**config.mk**
```make
export PLATFORM = sky130hd
export DESIGN_NAME = instr_encode_stage
export DESIGN_NICKNAME = d
export VERILOG_FILES = /design/src/rtl/instr_encode_stage.sv
export SDC_FILE = /design/constraint.sdc
export NUM_CORES = 1
export LEC_CHECK = 0
export ABC_AREA = 1
export BUFFER_PORTS_ARGS = -buffer_cell sky130_fd_sc_hd__buf_4
export CORE_UTILIZATION = 60
export DETAILED_ROUTE_END_ITERATION = 6
export GPL_TIMING_DRIVEN = 0
export PLACE_DENSITY = 0.93
export SLEW_MARGIN = 10
export SYNTH_ARGS = -nofsm -noshare
export SYNTH_HDL_FRONTEND = slang
export SYNTH_SLANG_ARGS = --single-unit
export TNS_END_PERCENT = 1
```
**constraint.sdc**
```tcl
create_clock -name clk -period 12.15 [get_ports clk]
set_input_delay 1.215 -clock clk [delete_from_list [all_inputs] [get_ports clk]]
set_output_delay 1.215 -clock clk [all_outputs]
set_load 0.03 [all_outputs]
```
**src/rtl/instr_encode_stage.sv**
```systemverilog
// Packs decoded RV32I fields into 32-bit instruction words and buffers them in a FIFO, each tagged with a byte address.
// Optional macro IMM_RANGE_CHECK_EN also flags immediates that do not fit the encoding format.
module instr_encode_stage #(
  parameter int                ADDR_W     = 32,
  parameter logic [ADDR_W-1:0] BASE_ADDR  = {ADDR_W{1'b0}},
  parameter int                FIFO_DEPTH = 4
) (
  input  logic              clk,
  input  logic              rst,
  input  logic              clear,
  input  logic              in_valid,
  output logic              in_ready,
  input  logic [6:0]        opcode,
  input  logic [4:0]        rd,
  input  logic [4:0]        rs1,
  input  logic [4:0]        rs2,
  input  logic [2:0]        funct3,
  input  logic [6:0]        funct7,
  input  logic [31:0]       imm,
  output logic              out_valid,
  input  logic              out_ready,
  output logic [31:0]       out_instr,
  output logic [ADDR_W-1:0] out_addr,
  output logic              out_err,
  output logic [ADDR_W-1:0] word_count
);

  localparam int PTR_W = (FIFO_DEPTH > 1) ? $clog2(FIFO_DEPTH) : 1;

  localparam logic [6:0]  OP_R    = 7'b0110011;
  localparam logic [6:0]  OP_IMM  = 7'b0010011;
  localparam logic [6:0]  OP_LOAD = 7'b0000011;
  localparam logic [6:0]  OP_S    = 7'b0100011;
  localparam logic [6:0]  OP_B    = 7'b1100011;
  localparam logic [6:0]  OP_J    = 7'b1101111;
  localparam logic [31:0] NOP     = 32'h0000_0013;

  localparam logic [PTR_W-1:0]  PTR_ONE   = {{(PTR_W-1){1'b0}}, 1'b1};
  localparam logic [PTR_W-1:0]  PTR_ZERO  = {PTR_W{1'b0}};
  localparam logic [PTR_W:0]    CNT_ONE   = {{PTR_W{1'b0}}, 1'b1};
  localparam logic [PTR_W:0]    CNT_ZERO  = {(PTR_W+1){1'b0}};
  localparam logic [PTR_W:0]    CNT_FULL  = (PTR_W+1)'(FIFO_DEPTH);
  localparam logic [ADDR_W-1:0] ADDR_STEP = ADDR_W'(3'd4);
  localparam logic [ADDR_W-1:0] ADDR_ONE  = ADDR_W'(1'b1);
  localparam logic [ADDR_W-1:0] ADDR_ZERO = {ADDR_W{1'b0}};

  // Returns {unsupported_opcode, word}; immediates are truncated to the format's bit positions.
  function automatic logic [32:0] encode_fields(
    input logic [6:0]  op,
    input logic [4:0]  rd_f,
    input logic [4:0]  rs1_f,
    input logic [4:0]  rs2_f,
    input logic [2:0]  f3,
    input logic [6:0]  f7,
    input logic [20:0] im
  );
    logic [31:0] word;
    logic        err;
    word = NOP;
    err  = 1'b0;
    case (op)
      OP_R:            word = {f7, rs2_f, rs1_f, f3, rd_f, op};
      OP_IMM, OP_LOAD: word = {im[11:0], rs1_f, f3, rd_f, op};
      OP_S:            word = {im[11:5], rs2_f, rs1_f, f3, im[4:0], op};
      OP_B:            word = {im[12], im[10:5], rs2_f, rs1_f, f3, im[4:1], im[11], op};
      OP_J:            word = {im[20], im[10:1], im[11], im[19:12], rd_f, op};
      default: begin
        word = NOP;
        err  = 1'b1;
      end
    endcase
    return {err, word};
  endfunction

  logic [31:0]       instr_mem_r [FIFO_DEPTH];
  logic [ADDR_W-1:0] addr_mem_r  [FIFO_DEPTH];
  logic [FIFO_DEPTH-1:0] err_mem_r;
  logic [PTR_W-1:0]  wr_ptr_r;
  logic [PTR_W-1:0]  rd_ptr_r;
  logic [PTR_W:0]    count_r;
  logic [ADDR_W-1:0] addr_r;

  logic [31:0] enc_word_s;
  logic        enc_err_s;
  logic        imm_bad_s;
  logic        full_s;
  logic        push_s;
  logic        pop_s;

  assign {enc_err_s, enc_word_s} = encode_fields(opcode, rd, rs1, rs2, funct3, funct7, imm[20:0]);

`ifdef IMM_RANGE_CHECK_EN
  // Immediate must be the sign extension of the bits the format can hold (and even for branches/jumps).
  always_comb begin
    imm_bad_s = 1'b0;
    case (opcode)
      OP_IMM, OP_LOAD, OP_S: imm_bad_s = !((&imm[31:11]) || !(|imm[31:11]));
      OP_B:                  imm_bad_s = imm[0] || !((&imm[31:12]) || !(|imm[31:12]));
      OP_J:                  imm_bad_s = imm[0] || !((&imm[31:20]) || !(|imm[31:20]));
      default:               imm_bad_s = 1'b0;
    endcase
  end
`else
  logic unused_imm_s;
  assign unused_imm_s = ^imm[31:21];
  assign imm_bad_s    = 1'b0;
`endif

  assign full_s    = (count_r == CNT_FULL);
  assign in_ready  = !full_s && !clear;
  assign out_valid = (count_r != CNT_ZERO);
  assign push_s    = in_valid && in_ready;
  assign pop_s     = out_valid && out_ready && !clear;

  // Head entry is presented only while valid; otherwise outputs read as zero.
  always_comb begin
    if (out_valid) begin
      out_instr = instr_mem_r[rd_ptr_r];
      out_addr  = addr_mem_r[rd_ptr_r];
      out_err   = err_mem_r[rd_ptr_r];
    end else begin
      out_instr = 32'h0000_0000;
      out_addr  = ADDR_ZERO;
      out_err   = 1'b0;
    end
  end

  // FIFO storage, pointers, occupancy, address tag counter and accepted-word count.
  always_ff @(posedge clk or posedge rst) begin
    if (rst) begin
      for (int i = 0; i < FIFO_DEPTH; i++) begin
        instr_mem_r[i] <= 32'h0000_0000;
        addr_mem_r[i]  <= ADDR_ZERO;
      end
      err_mem_r  <= {FIFO_DEPTH{1'b0}};
      wr_ptr_r   <= PTR_ZERO;
      rd_ptr_r   <= PTR_ZERO;
      count_r    <= CNT_ZERO;
      addr_r     <= BASE_ADDR;
      word_count <= ADDR_ZERO;
    end else if (clear) begin
      wr_ptr_r   <= PTR_ZERO;
      rd_ptr_r   <= PTR_ZERO;
      count_r    <= CNT_ZERO;
      addr_r     <= BASE_ADDR;
      word_count <= ADDR_ZERO;
    end else begin
      if (push_s) begin
        instr_mem_r[wr_ptr_r] <= enc_word_s;
        addr_mem_r[wr_ptr_r]  <= addr_r;
        err_mem_r[wr_ptr_r]   <= enc_err_s | imm_bad_s;
        wr_ptr_r              <= wr_ptr_r + PTR_ONE;
        addr_r                <= addr_r + ADDR_STEP;
        word_count            <= word_count + ADDR_ONE;
      end
      if (pop_s) begin
        rd_ptr_r <= rd_ptr_r + PTR_ONE;
      end
      if (push_s && !pop_s) begin
        count_r <= count_r + CNT_ONE;
      end else if (pop_s && !push_s) begin
        count_r <= count_r - CNT_ONE;
      end
    end
  end

endmodule
```
Word level (Yosys, flattened, before mapping):

Index checks and enable logic that the tools add are counted.

* word-level logic and storage cells: 86
* output and inout bits: 99
* bits in registers: 331
* input bits: 69

* add/sub/neg operators: 6
* reduce and logical (&&, ||, !) cells: 19
* equality and inequality tests: 7
* muxes and demuxes: 31
* order comparisons: 6
* bitwise logic cells: 3

Operators by type and width (number)
* $mux W32: 11
* $bwmux W128: 2
* $pmux W32 S5: 1
* $bmux W32 S2: 2
* $demux W32 S2: 1
* $add A32 B1 Y32 const B: 1
* $add A32 B3 Y32 const B: 1
* $eq A7 B6 Y1 const B: 2
* $eq A7 B7 Y1 const B: 2
* $mux W3: 3
* $logic_and A1 B1 Y1: 8
* $mux W2: 4
* $eq A7 B2 Y1 const B: 1
* $eq A7 B5 Y1 const B: 1
* $ge A3 B3 Y1 const B: 2
* $lt A2 B3 Y1 const B: 2
* $not A2 Y3: 2
* $reduce_bool A3 Y1: 2
* $reduce_or A6 Y1: 1
* $add A2 B1 Y2 const B: 2
* $bwmux W4: 1
* $logic_not A1 Y1: 4
* $mux W1: 4
* $reduce_bool A2 Y1: 2
* other kinds (10): 10

Logic depth before layout (Yosys ltp):

* depth after elaboration: 9
* depth in mapped cells: 10

Least setup slack after synthesis:

OpenSTA, ideal clock, no wires.

* path kind: input -> output
* from: in clear
* to: out in_ready
* data arrival time: 1761 ps
* path slack: 9174 ps
* data required time: 10935 ps
* stages on the path: 1
* cells stage by stage: a21oi_1

* cells in the longest elaborated chain, start to end: 2

RTL lines
* start, declared: RTL line 10 `input logic clear,`
* $logic_not A1 Y1: RTL line 110 `assign in_ready = !full_s && !clear;`
* $logic_and A1 B1 Y1: RTL line 110
* end, declared: RTL line 12 `output logic in_ready,`

No other way between the ends.

Worst setup path after layout:

* from: reg rd_ptr_r[1]
* to: out out_addr[12]

* cells in the longest elaborated chain, start to end: 5

RTL lines
* start, declared: RTL line 79 `logic [PTR_W-1:0] rd_ptr_r;`
* start signal, assigned: RTL line 157 `rd_ptr_r <= rd_ptr_r + PTR_ONE;`
* $not A2 Y3 (not written as such): RTL line 119 `out_addr = addr_mem_r[rd_ptr_r];`
* $bmux W32 S2: RTL line 119
* $mux W32 (not written as such) (2 in series): RTL line 119
* $mux W32: RTL line 117 `if (out_valid) begin`
* end, declared: RTL line 23 `output logic [ADDR_W-1:0] out_addr,`

No other way between the ends. The select of a mux whose other input is x is not followed.

==> results.json <==
{
  "status": "complete, but fails checks",
  "failed_checks": "design-rule violations",
  "overflow": 0,
  "first_pass_iters": 7,
  "clk_latency_ns": 0.52,
  "ant_nets": 0,
  "peakVddDrop_uv": 110.7,
  "clk_pin_slew_ns": 0.06,
  "setup_viol": 0,
  "cts_tree": "built",
  "ys_seq_area_frac": 0.4950,
  "drive_above_1_share": 0.1162,
  "maxCapViolations": 0,
  "fin_cells": 2770,
  "wl_per_cell_um": 19.32,
  "layout.nets": 2486,
  "htreeDepth": 2,
  "critical_path_class": "reg2out",
  "finalMaxSlewViolations": 0,
  "synth_edf_count": 0,
  "syn_area_mm2": 0.01623,
  "vias_per_cell": 6.052,
  "cts.repair.resized": 0,
  "cts_buffers": 35,
  "synthTopCellsByArea": "dfrtp_1 50%, nand2_1 19%, o21ai_0 7.4%, nor2_1 4.6%, inv_1 4.4%",
  "cts_setup_buffers": 0,
  "synthFlopType": "dfrtp_1",
  "cp_max_fo": 10,
  "final_util": 0.7263,
  "vias": 16760,
  "intPower_mw": 2.248,
  "whs_ns": 0.4608,
  "ctsRootBufferMaster": "clkbuf_16",
  "antenna_found_initial": 0,
  "rsz0062_at_grt": "no",
  "initial_utilization": 0.6175,
  "ys_ff_latch": 321,
  "max_freq_mhz": 242.9,
  "finalCriticalPeriod_ns": 4.117,
  "grt_pass1_vias": 16860,
  "die_h_um": 166.5,
  "final.setup_skew_ns": 0.01265,
  "relSlewSlack": 0.4505,
  "dieArea_mm2": 0.02771,
  "syn_area_per_cell_um2": 7.323,
  "dp_hpwl_um": 36340,
  "gp_congestion": 0.9154,
  "clkPwrFrac": 0.318,
  "hp-class": "reg2reg",
  "dp.cells": 2708,
  "worstMarginPinSlew_ns": 0.8157,
  "grt_pass1_wl_um": 85280,
  "totalPowerFinal_mw": 3.587,
  "diodes": 0,
  "grtUsageTotal": 0.3896,
  "sequentialPowerShare": 0.365,
  "syn_to_final_growth_pct": 17.63,
  "yosys_warnings": 0,
  "switching_share": 0.3734,
  "synth_top_area_frac": 0.4950,
  "finalWirelength_um": 53510,
  "pin_count": 168,
  "end_kind": "output pin",
  "cts_num_sinks": 321,
  "core_mm2": 0.02628,
  "worstSetupStartpointType": "register",
  "drtIter0Drc": 2452,
  "cp.arrival_ns": 2.90,
  "cts_buffer_depth": 3,
  "switching_power_mw": 1.339,
  "hold_violations": 0,
  "p_leak_nw": 9.261,
  "critPathRequiredTime_ns": 10.93,
  "grt_max_degree": 121,
  "p_per_area_mw_per_mm2": 187.9,
  "die_w_um": 166.5,
  "yosys.area.top_type": "dfrtp_1",
  "portBuffers": 154,
  "drcViolationCount": 14,
  "async_flop_share": 1.000,
  "ys_types": 36,
  "num_rows": 59,
  "synthCells": 2216,
  "holdBufCountCts": 0,
  "combPwrFrac": 0.317,
  "period_share": 0.3388
}
## Yosys cell counts, types with 7 or more instances
| cell | number |
|---|---|
| a21oi_1 | 130 |
| nand4_1 | 27 |
| inv_1 | 189 |
| o21ai_0 | 241 |
| nor2_2 | 7 |
| dfrtp_1 | 321 |
| nand2_1 | 810 |
| nor2_1 | 201 |
| nor3_1 | 15 |
| inv_2 | 7 |
| nand3_1 | 60 |
| clkbuf_1 | 64 |
| buf_1 | 9 |
| buf_2 | 41 |
| o211ai_1 | 48 |
## power groups by stage
stage,clock network (mW),logic [mW],registers (mW)
after floorplan,0,0.686,1.30
after global placement,0,1.05,1.31
after detailed placement,0,1.08,1.32
after CTS,1.13,1.10,1.30
after global routing,1.18,1.20,1.32
final,1.14,1.14,1.31
## sequential cells by signal, summed over array words and instances (netlist names)
| register | cells |
|---|---|
| addr_mem_r | 120 |
| word_count | 32 |
| err_mem_r | 4 |
| addr_r | 30 |
| rd_ptr_r | 2 |
| wr_ptr_r | 2 |
| count_r | 3 |
| instr_mem_r | 128 |
## worst paths after layout
kind | from | endpoint | slack (ns) | depth (start not counted)
max in group asynchronous | rst | word_count[29]$_DFFE_PP0N_ | 9.85 | 4
min in group asynchronous | rst | instr_mem_r[107]$_DFFE_PP0P_ | 0.77 | 2
worst max register to register | count_r[1]$_DFFE_PP0P_ | word_count[31]$_DFFE_PP0N_ | 9.95 | 7
worst min-delay path | instr_mem_r[1]$_DFFE_PP0P_ | instr_mem_r[1]$_DFFE_PP0P_ | 0.46 | 2
worst max-delay path | rd_ptr_r[1]$_DFFE_PP0P_ | out_addr[12] | 8.03 | 5
worst min register to register | instr_mem_r[1]$_DFFE_PP0P_ | instr_mem_r[1]$_DFFE_PP0P_ | 0.46 | 2
## critical path, stage by stage (launching register included)
cell and delay (ns):
dfrtp_1 0.38, clkbuf_1 0.51, clkbuf_1 0.47, o211ai_1 0.20, a21oi_1 0.53, buf_4 0.27
## layout by cell type, fill, tap and decap left out, types with 9 or more instances in the layout
cell	synthesis	routed
buf_1	9	9
clkbuf_16	0	37
o21ai_0	241	241
o211ai_1	48	48
buf_4	5	159
clkbuf_1	64	71
dfrtp_1	321	321
buf_2	41	41
inv_1	189	188
a21oi_1	130	130
nand3_1	60	60
nand2_1	810	810
nor3_1	15	15
nand4_1	27	27
nor2_1	201	201
## final cells by class
cell class,instances,area (um2)
Sequential cell,321,8033
Inverter,197,747.0
Clock inverter,13,198.9
Tap cell,335,419.2
Multi-Input combinational cell,1580,6942
Buffer,119,516.7
Fill cell,1956,7192
Clock buffer,49,1021
Timing Repair Buffer,156,1211
## through the flow
stage | setup TNS (ns) | worst slack (ns) | cell area, um2
detailed placement | 0 | 8.807 | 17870
global route | 0 | 7.979 | 19090
finish | 0 | 8.033 | 19090
floorplan | 0 | 2.050 | 16230
global placement | -372.76 | -1.191 | 17810
CTS | 0 | 8.232 | 19090
## per-layer routing
layer  global-route usage  wire, um  vias up
li1                     -         -     7451
met5                    0         0        -
met3              0.09125      6377      256
met2               0.6173     24370     1229
met4               0.2347      3106        0
met1               0.4890     19660     7828
## logic make-up (layout without fill, tap and decap cells)
group                    after synthesis  in the layout  share of synthesized area
buffers and inverters                316            534                    0.07742
AO/OA/AOI/OAI                        434            434                     0.1425
other                                  1              2                  0.0002311
adder cells (fa/ha/maj)                7              7                   0.005860
flip-flops                           321            321                     0.4950
AND/OR/NAND/NOR                     1135           1135                     0.2779
XOR/XNOR                               2              2                   0.001080
Note: power is estimated with default switching activity, not from simulation.
